===== src/rtl/axi_arb_pkg.sv =====
// axi_arb_pkg: shared types and constants for the two-requester AXI write arbiter
//   owner_t  - index of the requester (0 or 1) that owns a burst
//   state_t  - arbiter FSM states
//   BURST_*  - AXI AWBURST encodings
package axi_arb_pkg;
  typedef logic owner_t;
  typedef enum logic {IDLE, BURST} state_t;
  localparam logic [1:0] BURST_FIXED = 2'd0;
  localparam logic [1:0] BURST_INCR  = 2'd1;
  localparam logic [1:0] BURST_WRAP  = 2'd2;
endpackage


===== src/rtl/arb_owner_fifo.sv =====
// arb_owner_fifo: DEPTH-deep, 1-bit-wide FIFO of burst owners awaiting their B response
//   clk, resetn      - clock, synchronous active-low reset (empties the FIFO)
//   i_push, i_din    - push owner index
//   i_pop            - pop head entry
//   o_dout           - head entry
//   o_full, o_empty  - occupancy flags
module arb_owner_fifo
  import axi_arb_pkg::*;
#(
  parameter int DEPTH = 4
) (
  input  logic clk,
  input  logic resetn,
  input  logic i_push,
  input  logic i_din,
  input  logic i_pop,
  output logic o_dout,
  output logic o_full,
  output logic o_empty
);
  localparam int PW = (DEPTH > 1) ? $clog2(DEPTH) : 1;
  owner_t r_mem [DEPTH];
  logic [PW-1:0] r_wp, r_rp;
  logic [PW:0] r_cnt;
  always_ff @(posedge clk) begin
    if (!resetn) begin
      r_wp  <= '0;
      r_rp  <= '0;
      r_cnt <= '0;
    end else begin
      r_wp  <= r_wp + PW'(i_push);
      r_rp  <= r_rp + PW'(i_pop);
      r_cnt <= r_cnt + (PW+1)'(i_push) - (PW+1)'(i_pop);
    end
  end
  always_ff @(posedge clk) begin
    if (i_push) r_mem[r_wp] <= i_din;
  end
  assign o_dout  = r_mem[r_rp];
  assign o_full  = r_cnt == (PW+1)'(DEPTH);
  assign o_empty = r_cnt == '0;
endmodule


===== src/rtl/axi_wr_arbiter.sv =====
// axi_wr_arbiter: round-robin arbiter sharing one AXI4 write slave between two requesters
//   clk, resetn      - clock, synchronous active-low reset
//   S0_*/S1_*        - requester-side AW/W/B channels
//   M_AXI_*          - slave-side AW/W/B channels
//   grant            - one-hot owner of the current burst, 00 when idle
// Grants are made per burst on AWVALID; AW and W of the owner pass through
// independently, and the owner FIFO routes each B back to its issuer.
module axi_wr_arbiter
  import axi_arb_pkg::*;
#(
  parameter int DW          = 512,
  parameter int AW          = 16,
  parameter int OUTSTANDING = 4
) (
  input  logic            clk,
  input  logic            resetn,
  input  logic [AW-1:0]   S0_AWADDR,
  input  logic [7:0]      S0_AWLEN,
  input  logic [2:0]      S0_AWSIZE,
  input  logic [1:0]      S0_AWBURST,
  input  logic            S0_AWVALID,
  output logic            S0_AWREADY,
  input  logic [DW-1:0]   S0_WDATA,
  input  logic [DW/8-1:0] S0_WSTRB,
  input  logic            S0_WLAST,
  input  logic            S0_WVALID,
  output logic            S0_WREADY,
  output logic [1:0]      S0_BRESP,
  output logic            S0_BVALID,
  input  logic            S0_BREADY,
  input  logic [AW-1:0]   S1_AWADDR,
  input  logic [7:0]      S1_AWLEN,
  input  logic [2:0]      S1_AWSIZE,
  input  logic [1:0]      S1_AWBURST,
  input  logic            S1_AWVALID,
  output logic            S1_AWREADY,
  input  logic [DW-1:0]   S1_WDATA,
  input  logic [DW/8-1:0] S1_WSTRB,
  input  logic            S1_WLAST,
  input  logic            S1_WVALID,
  output logic            S1_WREADY,
  output logic [1:0]      S1_BRESP,
  output logic            S1_BVALID,
  input  logic            S1_BREADY,
  output logic [AW-1:0]   M_AXI_AWADDR,
  output logic [7:0]      M_AXI_AWLEN,
  output logic [2:0]      M_AXI_AWSIZE,
  output logic [1:0]      M_AXI_AWBURST,
  output logic            M_AXI_AWVALID,
  input  logic            M_AXI_AWREADY,
  output logic [DW-1:0]   M_AXI_WDATA,
  output logic [DW/8-1:0] M_AXI_WSTRB,
  output logic            M_AXI_WLAST,
  output logic            M_AXI_WVALID,
  input  logic            M_AXI_WREADY,
  input  logic [1:0]      M_AXI_BRESP,
  input  logic            M_AXI_BVALID,
  output logic            M_AXI_BREADY,
  output logic [1:0]      grant
);
  state_t r_state, w_state_n;
  owner_t r_owner, w_owner_n, r_last, w_last_n, w_head;
  logic r_aw_done, w_aw_done_n, r_w_done, w_w_done_n;
  logic w_burst, w_aw_hs, w_w_hs, w_b_hs, w_full, w_empty;
  assign w_burst = r_state == BURST;
  assign M_AXI_AWADDR  = !w_burst ? '0 : r_owner ? S1_AWADDR  : S0_AWADDR;
  assign M_AXI_AWLEN   = !w_burst ? '0 : r_owner ? S1_AWLEN   : S0_AWLEN;
  assign M_AXI_AWSIZE  = !w_burst ? '0 : r_owner ? S1_AWSIZE  : S0_AWSIZE;
  assign M_AXI_AWBURST = !w_burst ? '0 : r_owner ? S1_AWBURST : S0_AWBURST;
  assign M_AXI_WDATA   = !w_burst ? '0 : r_owner ? S1_WDATA   : S0_WDATA;
  assign M_AXI_WSTRB   = !w_burst ? '0 : r_owner ? S1_WSTRB   : S0_WSTRB;
  assign M_AXI_WLAST   = w_burst && (r_owner ? S1_WLAST : S0_WLAST);
  // Each channel closes independently once its own handshake has completed.
  assign M_AXI_AWVALID = w_burst && !r_aw_done && (r_owner ? S1_AWVALID : S0_AWVALID);
  assign M_AXI_WVALID  = w_burst && !r_w_done && (r_owner ? S1_WVALID : S0_WVALID);
  assign S0_AWREADY = w_burst && !r_owner && !r_aw_done && M_AXI_AWREADY;
  assign S1_AWREADY = w_burst && r_owner && !r_aw_done && M_AXI_AWREADY;
  assign S0_WREADY  = w_burst && !r_owner && !r_w_done && M_AXI_WREADY;
  assign S1_WREADY  = w_burst && r_owner && !r_w_done && M_AXI_WREADY;
  assign w_aw_hs = M_AXI_AWVALID && M_AXI_AWREADY;
  assign w_w_hs  = M_AXI_WVALID && M_AXI_WREADY && M_AXI_WLAST;
  // With no burst outstanding a stray B is left stalled rather than dropped.
  assign M_AXI_BREADY = !w_empty && (w_head ? S1_BREADY : S0_BREADY);
  assign S0_BVALID = !w_empty && !w_head && M_AXI_BVALID;
  assign S1_BVALID = !w_empty && w_head && M_AXI_BVALID;
  assign S0_BRESP  = M_AXI_BRESP;
  assign S1_BRESP  = M_AXI_BRESP;
  assign w_b_hs    = M_AXI_BVALID && M_AXI_BREADY;
  assign grant     = {w_burst && r_owner, w_burst && !r_owner};
  always_comb begin
    w_state_n   = r_state;
    w_owner_n   = r_owner;
    w_last_n    = r_last;
    w_aw_done_n = r_aw_done || w_aw_hs;
    w_w_done_n  = r_w_done || w_w_hs;
    if (r_state == IDLE) begin
      w_aw_done_n = 1'b0;
      w_w_done_n  = 1'b0;
      if (!w_full && (S0_AWVALID || S1_AWVALID)) begin
        w_state_n = BURST;
        w_owner_n = (S0_AWVALID && S1_AWVALID) ? !r_last : S1_AWVALID;
      end
    end else if (w_aw_done_n && w_w_done_n) begin
      w_state_n = IDLE;
      w_last_n  = r_owner;
    end
  end
  always_ff @(posedge clk) begin
    if (!resetn) begin
      r_state   <= IDLE;
      r_owner   <= 1'b0;
      r_last    <= 1'b1;
      r_aw_done <= 1'b0;
      r_w_done  <= 1'b0;
    end else begin
      r_state   <= w_state_n;
      r_owner   <= w_owner_n;
      r_last    <= w_last_n;
      r_aw_done <= w_aw_done_n;
      r_w_done  <= w_w_done_n;
    end
  end
  arb_owner_fifo #(.DEPTH(OUTSTANDING)) u_owner_fifo (
    .clk     (clk),
    .resetn  (resetn),
    .i_push  (w_aw_hs),
    .i_din   (r_owner),
    .i_pop   (w_b_hs),
    .o_dout  (w_head),
    .o_full  (w_full),
    .o_empty (w_empty)
  );
endmodule


===== config.mk =====
export PLATFORM = sky130hd
export DESIGN_NAME = axi_wr_arbiter
export DESIGN_NICKNAME = d
export VERILOG_FILES = /design/src/rtl/axi_arb_pkg.sv /design/src/rtl/arb_owner_fifo.sv /design/src/rtl/axi_wr_arbiter.sv
export SDC_FILE = /design/constraint.sdc
export NUM_CORES = 1
export LEC_CHECK = 0
export CAP_MARGIN = 15
export CORE_AREA = 2 2 711 713
export CTS_BUF_LIST = sky130_fd_sc_hd__clkbuf_4 sky130_fd_sc_hd__clkbuf_8
export DETAILED_ROUTE_END_ITERATION = 6
export DIE_AREA = 0 0 713 715
export GPL_ROUTABILITY_DRIVEN = 1
export PLACE_DENSITY = 0.3
export SYNTH_ARGS = -nofsm -noshare
export SYNTH_HDL_FRONTEND = slang
export SYNTH_HIERARCHICAL = 1
export SYNTH_SLANG_ARGS = --single-unit

===== constraint.sdc =====
create_clock -name clk -period 2.85 [get_ports clk]
set_input_delay 0.855 -clock clk [delete_from_list [all_inputs] [get_ports clk]]
set_output_delay 0.855 -clock clk [all_outputs]
set_load 0.02 [all_outputs]

# After elaboration in Yosys (flattened, before gate mapping)
# Memory sizes are Yosys's and may differ from the RTL's. A register that Yosys moved wholly into a read port is not among the register bits.
# Index checks and enable logic that the tools add are counted.
# word_totals
regBits,12
latch_bits,0
ramBits,4
rom_bits,0
input_bits,1225
output_inout_bits,621
wordCells,79
mem_count,1
# mem_list
memory,depth,width,read_ports,rd_clocked_by_memory_dff,write_ports,line,text
u_owner_fifo.r_mem,4,1,1,1,1,arb_owner_fifo.sv:22,owner_t r_mem [DEPTH];
# classes
addsub,4
multipliers,0
n_div,0
magnitude_cmp,0
n_eq_ne,1
shifts,0
n_mux,23
bitwise,1
n_reduce_logical,41
# ops
op,n
two-way mux 512 bit,2
two-way mux 64 bit,2
two-way mux 16 bit,2
logical AND 1 bit,27
two-way mux 8 bit,2
two-way mux 1 bit,10
logical NOT 1 bit,7
two-way mux 2 bit,3
two-way mux 3 bit,2
AND reduction 2 bit,3
adder 2 x 1 -> 2 bit,2
adder 3 x 1 -> 3 bit,1
"equality test 3 bit, second input constant",1
logical NOT 3 bit,1
logical OR 1 bit,3
subtractor 3 x 1 -> 3 bit,1
NOT 1 bit,1

# Logic depth before layout (Yosys ltp)
# Gate-level depths: netlist of run 1.
# depth
ltp_word,9
ltp_mapped,10
ltp_nobuf,10

# Hierarchy
# Netlist of run 1, hierarchy kept.
# by_module_without_submodules
mod,instances,cells_each,area_per_inst_um2,seq_area_each_um2
axi_wr_arbiter,1,1396,9384.0,100.1
arb_owner_fifo,1,38,493.0,260.2

# Worst setup path after synthesis of run 1
# Ideal clock, no wire load.
# synth_path
kind,reg2reg
startpoint,reg u_owner_fifo/r_rp[0] (netlist name)
endpoint,reg u_owner_fifo.r_cnt[2]
setup_ns,0.115
arrival_ns,2.514
t_required_ns,2.735
slack_ns,0.221
path_stages_with_launch,11
path_buffers,0
synth_period_minus_slack_ns,2.629
path_cell_list,dfxtp_1 > mux4_2 > mux2i_1 > nor2_1 > and2_1 > ha_1 > inv_1 > ha_1 > fa_1 > xnor3_1 > and2_1
# synth_rtl
item,line,text
"end signal, assigned",arb_owner_fifo.sv:33,r_cnt <= r_cnt + (PW+1)'(i_push) - (PW+1)'(i_pop);
"end, declared",arb_owner_fifo.sv:24,logic [PW:0] r_cnt;

# Worst setup path in the final report of run 1
# layout_path
startpoint,reg r_owner
endpoint,out M_AXI_WDATA[182]
# layout_between
elab_chain_cells,2
# layout_lines
item,line,text
"start, declared",axi_wr_arbiter.sv:62,"owner_t r_owner, w_owner_n, r_last, w_last_n, w_head;"
"start signal, assigned",axi_wr_arbiter.sv:117,r_owner <= w_owner_n;
two-way mux 512 bit (2 in series),axi_wr_arbiter.sv:70,assign M_AXI_WDATA = !w_burst ? '0 : r_owner ? S1_WDATA : S0_WDATA;
"end, declared",axi_wr_arbiter.sv:51,"output logic [DW-1:0] M_AXI_WDATA,"
# No other way between the ends.

==> flow_summary.json, run 1 <==
{
  "grt_use_met2_pct": 24.11,
  "ys_ff_latch": 16,
  "synthArstFlopShare_pct": 0,
  "drc": 0,
  "worst_pin_slew_ns": 0.7814,
  "area_growth_pct": 345.1,
  "num_io_pins": 1846,
  "portBuffers": 1839,
  "gp_congestion": 1.062,
  "synth_area_um2": 9877,
  "dr.pass1.iters": 5,
  "synth_area_leaders": "mux2i_1 61%, nor2_1 23%, buf_2 2.7%, dfxtp_1 2.4%, clkbuf_1 2.4%",
  "yosysTopAreaCell": "mux2i_1",
  "cts_sinks": 16,
  "status": "finished with violations",
  "drt-total-wl_mm": 398.6,
  "power_leakage_nw": 14.60,
  "grt_max_degree": 100,
  "critPathKind": "flop to output pin",
  "fp.dieW_um": 713,
  "maxSlewViolCount": 0,
  "fin_skew_ns": 0.004323,
  "ir_worst_vdd_mv": 0.1577,
  "clock_latency_ns": 0.26,
  "clk_pin_slew_ns": 0.07,
  "dp_cells": 10087,
  "dieArea_um2": 509800,
  "rows": 261,
  "end_kind": "output pin",
  "netlist_top_cells_count": "617 x nor2_1, 606 x mux2i_1, 63 x clkbuf_1",
  "core_um2": 502900,
  "syn_inst": 1434,
  "met1_usage_pct": 14.75,
  "postLayoutCellArea_um2": 43970,
  "drive_above_1_share_pct": 32.60,
  "crit_arrival_ns": 2.09,
  "period_minus_slack_ns": 2.949,
  "fmax_ghz": 0.3391,
  "finish.net_count": 4694,
  "final_cells": 10326,
  "fin_hold_ws_ns": 0.5053,
  "cap_violations": 0,
  "start_util_pct": 1.964,
  "place_area_um2": 40160,
  "avgRoutedWirePerCell_um": 38.60,
  "die_height_um": 715,
  "drt-vias-per-instance": 2.179,
  "rsz0062_at_grt": "yes",
  "drtIter0Drc": 1167,
  "use_met3_pct": 12.14,
  "synth-main-ff-cell": "dfxtp_1",
  "cts_tree": "built",
  "crit_fanout": 7,
  "cts_made_buffers": 3,
  "clock-root-buffer": "clkbuf_8",
  "antenna_found_initial": 575,
  "post-route-period-util_pct": 103.5,
  "ys_types": 35,
  "track_usage_pct": 14.96,
  "power.density_nw_per_um2": 329.3,
  "cts-htree-levels": 1,
  "yosysMostFrequentCell": "nor2_1",
  "synth-edff-count": 4,
  "setup_viol": 47,
  "synth_fp_nets": 2664,
  "slew_headroom_pct": 47.91,
  "finalWorstSetupSlack_ns": -0.09874,
  "grt_overflow": 0,
  "num_vias": 22503,
  "yosysTopAreaCellShare_pct": 61.41,
  "synth_area_per_cell_um2": 6.888,
  "total_power_mw": 14.48,
  "crit_required_ns": 2.00,
  "grt_pass1_wl_mm": 445.6,
  "final-hold-violation-count": 0,
  "place_hpwl_mm": 375.5,
  "yosysSeqAreaShare_pct": 3.648,
  "hp-class": "flop to flop",
  "yosys_warnings": 6,
  "clk_path_buf_depth": 2,
  "violations": "setup timing",
  "hold_buffers": 0,
  "grt-busiest-layer": "met2",
  "antenna_left": 0,
  "cp-start-kind": "flop",
  "grt_pass1_vias": 21434,
  "post-place-ws_ns": -1.007
}
==> path summary, 6_finish.rpt <==
check	start	endpoint	slack (ns)	depth (start not counted)
setup / recovery	r_owner	M_AXI_WDATA[182]	-0.1	9
hold / removal	r_last	r_last	0.51	2
setup reg to reg	u_owner_fifo/r_rp[0]	u_owner_fifo/r_cnt[2]	0.19	10
hold reg to reg	r_last	r_last	0.51	2
==> what timing repair did <==
action                     in CTS  in global routing
resized for setup             994                507
pin swaps                      12                 22
hold endpoints to repair        0                  0
setup endpoints to repair     475                419
gates cloned                   21                  8
setup buffers                  59                 42
==> critical path, cell delays in order (launching register included) <==
cell     delay [ns]
dfxtp_4        0.36
buf_12         0.13
buf_16         0.14
buf_16         0.17
buf_12         0.14
buf_16         0.14
buf_4          0.15
mux2i_4        0.19
nor2_2         0.16
buf_12         0.16
==> power breakdown <==
part | internal (mW) | switching, mW | total (mW)
sequential | 0.264 | 0.0274 | 0.291
combinational | 6.64 | 7.37 | 14.0
clock | 0.0958 | 0.0879 | 0.184
==> routing by layer <==
metal / vias up / wire length, um / share of wire, %
met4: 308 / 11470 / 2.9
met5: - / 2096 / 0.53
met2: 1985 / 180600 / 45
met1: 10152 / 133200 / 33
met3: 931 / 71270 / 18
li1: 9127 / - / -
==> metrics by stage <==
| step | TNS (ns) | utilization (%) |
|---|---|---|
| after global routing | -8.165 | 8.701 |
| after detailed placement | -79.98 | 7.986 |
| after global placement | -79.90 | 7.986 |
| after CTS | -25.23 | 8.488 |
| final | -1.816 | 8.742 |
| after floorplan | 0 | - |
==> cells in the final DEF, fill, tap and decap left out, types with 3 or more instances in the layout <==
cell type / netlist / layout
nand2_1: 7 / 4
buf_12: 0 / 269
mux2i_4: 0 / 103
buf_2: 54 / 57
clkdlybuf4s50_1: 0 / 1167
mux2i_1: 606 / 449
diode_2: 0 / 157
mux2_4: 0 / 3
buf_6: 13 / 54
dfxtp_1: 12 / 10
clkdlybuf4s15_1: 0 / 19
clkbuf_16: 0 / 12
edfxtp_1: 4 / 4
ha_1: 4 / 4
mux2i_2: 0 / 54
inv_1: 5 / 4
dlymetal6s2s_1: 0 / 11
clkbuf_2: 0 / 91
clkdlybuf4s15_2: 0 / 22
clkbuf_8: 0 / 3
dlygate4sd2_1: 0 / 151
buf_16: 0 / 31
and2_1: 9 / 8
nor2_2: 0 / 63
buf_8: 0 / 15
nor2_1: 617 / 482
nor2_4: 0 / 72
buf_4: 7 / 263
==> cells by family after synthesis <==
group                      count (synthesis)  synth area share, %
and+or+nand+nor                          646                25.16
muxes                                    610                61.98
AOI/OAI and AO/OA                          7               0.5701
adders and majority gates                  5               0.7094
xor gates and xnor gates                   3               0.4054
buffers and inverters                    147                7.525
DFF                                       16                3.648
==> final cells by class <==
cell class              count  area [um^2]
diodes                    157        392.9
multi-input cells        1271        11010
well taps                6706         8391
clock inverters             1        3.754
fillers                 58711       458900
repair buffers           2165        23720
clock buffers               3        41.29
flip-flops and latches     16        365.4
inverters                   7        41.29
==> registers in the layout (all words and copies together) (netlist names) <==
| register | cells |
|---|---|
| r_aw_done | 1 |
| r_last | 1 |
| r_owner | 1 |
| r_state | 1 |
| r_w_done | 1 |
| u_owner_fifo/r_cnt | 3 |
| u_owner_fifo/r_mem | 4 |
| u_owner_fifo/r_rp | 2 |
| u_owner_fifo/r_wp | 2 |
No activity file was read; power rests on OpenSTA's default activity.
==> inputs of run 2 (changes only) <==
==> constraint.sdc (replaced) <==
create_clock -name clk -period 2.85 [get_ports clk]
set_input_delay 0.57 -clock clk [delete_from_list [all_inputs] [get_ports clk]]
set_output_delay 0.57 -clock clk [all_outputs]
set_load 0.02 [all_outputs]
==> run 2 against run 1 <==
Against the previous run: the flow now finishes without violations; clock-buffer cell count unchanged; die area unchanged; maximum frequency increased by 5.2%; cell area down 6.8%; critical path type unchanged; largest cell class unchanged.
==> flow_summary.json, run 2 (synthesized netlist as in run 1, its figures left out) <==
{
  "status": "completed",
  "grt_max_degree": 80,
  "fin_skew_ns": 0.001604,
  "hp-class": "flop to flop",
  "reg.largest.list": "u_owner_fifo/r_mem (4), u_owner_fifo/r_cnt (3)",
  "ir_worst_vdd_mv": 0.1696,
  "drc": 0,
  "drive_above_1_share_pct": 15.92,
  "fmax_ghz": 0.3567,
  "rows": 261,
  "post-route-period-util_pct": 98.37,
  "worst_pin_slew_ns": 0.5387,
  "grt_pass1_vias": 20734,
  "post-place-ws_ns": -0.1780,
  "drt-total-wl_mm": 393.5,
  "area_growth_pct": 314.8,
  "antenna_left": 0,
  "slew_headroom_pct": 63.96,
  "rsz0062_at_grt": "yes",
  "met1_usage_pct": 14.78,
  "grt-busiest-layer": "met2",
  "cts_sinks": 16,
  "total_power_mw": 13.33,
  "period_minus_slack_ns": 2.804,
  "final_common_cell": "clkdlybuf4s50_1",
  "clock-root-buffer": "clkbuf_8",
  "power.density_nw_per_um2": 325.4,
  "dieArea_um2": 509800,
  "grt_use_met2_pct": 23.80,
  "dr.pass1.iters": 5,
  "final_cells": 10198,
  "finalWorstSetupSlack_ns": 0.04647,
  "gp_congestion": 1.049,
  "final-hold-violation-count": 0,
  "largest_reg_flops": 4,
  "regMostFlops": "u_owner_fifo/r_mem",
  "grt_overflow": 0,
  "cts-htree-levels": 1,
  "avgRoutedWirePerCell_um": 38.58,
  "crit_fanout": 18,
  "crit_required_ns": 2.28,
  "fp.dieW_um": 713,
  "setup_viol": 0,
  "power_leakage_nw": 13.64,
  "track_usage_pct": 14.73,
  "start_util_pct": 1.964,
  "num_io_pins": 1846,
  "end_kind": "output pin",
  "antenna_found_initial": 596,
  "rrSetupSlack_ns": 0.11,
  "cp-start-kind": "flop",
  "maxSlewViolCount": 0,
  "fillers": 58945,
  "core_um2": 502900,
  "die_height_um": 715,
  "clk_path_buf_depth": 2,
  "clock_latency_ns": 0.26,
  "place_hpwl_mm": 375.5,
  "drt-vias-per-instance": 2.161,
  "dp_cells": 10026,
  "crit_arrival_ns": 2.23,
  "drtIter0Drc": 914,
  "clk_pin_slew_ns": 0.07,
  "cap_violations": 0,
  "portBuffers": 1839,
  "cts_made_buffers": 3,
  "cts_tree": "built",
  "num_vias": 22040,
  "mostFrequentLayoutCells": "1484 x clkdlybuf4s50_1, 611 x nor2_1, 569 x mux2i_1, 231 x buf_12, 224 x buf_4",
  "finish.net_count": 4578,
  "use_met3_pct": 11.45,
  "grt_pass1_wl_mm": 437.6,
  "critPathKind": "flop to output pin"
}
==> run 2: changes by cell type in the layout (fill, tap and decap cells not counted), moves of 56 or more <==
| cell | change |
|---|---|
| nor2_2 | -57 |
| dlymetal6s2s_1 | +56 |
| mux2i_4 | -95 |
| clkbuf_2 | -91 |
| buf_2 | -57 |
| dlygate4sd2_1 | -132 |
| mux2i_1 | +120 |
| clkdlybuf4s50_1 | +317 |
| nor2_1 | +129 |
| nor2_4 | -72 |
==> run 2: worst max-delay path, stage by stage, from the launching register on <==
cell       delay [ns]
dfxtp_4          0.38
buf_16           0.17
buf_16           0.21
bufbuf_16        0.36
mux2i_1          0.45
nor2_1           0.16
buf_12           0.18
==> run 2: through the flow <==
step                hold slack [ns]  utilization [%]  TNS [ns]  cell area [um^2]
floorplan                    0.4590                -         0              9877
global placement             0.4795            7.892   -0.3940             39690
detailed placement           0.4972            7.892   -0.1994             39690
CTS                          0.5064            7.973   -0.1508             40100
global route                 0.5492            8.106  -0.01195             40760
finish                       0.4961            8.146         0             40970
==> run 2: cell type report <==
| class | instances | area [um^2] | area share [%] |
|---|---|---|---|
| timing repair buffer | 2049 | 22760 | 55.56 |
| multi-input combinational | 1271 | 9001 | 21.97 |
| tap | 6706 | 8391 | 20.48 |
| sequential | 16 | 365.4 | 0.8918 |
| antenna | 145 | 362.8 | 0.8857 |
| clock buffer | 3 | 41.29 | 0.1008 |
| inverter | 7 | 38.79 | 0.09468 |
| clock inverter | 1 | 3.754 | 0.009163 |
==> run 2: power by group <==
part,internal [mW],switching (mW)
clock network,0.0955,0.0843
logic,6.08,6.78
registers,0.264,0.0280
total,6.44,6.89
==> run 2: final timing paths <==
check	to	startpoint	cells past startpoint
worst max-delay path	M_AXI_WDATA[481]	r_owner	6
worst min-delay path	r_last	r_last	2
worst max register to register	u_owner_fifo/r_cnt[2]	u_owner_fifo/r_rp[0]	10
worst min register to register	r_last	r_last	2
==> run 2: per-layer routing <==
metal	vias to the layer above	wire, um
met1	9909	132900
met5	-	2123
li1	8856	-
met3	950	68600
met4	318	12440
met2	2007	177400
==> run 2: timing repair <==
action	CTS	global route
setup endpoints to repair	173	114
buffers inserted	4	11
gates cloned	3	5
gates resized for setup	62	91
hold buffers	0	0
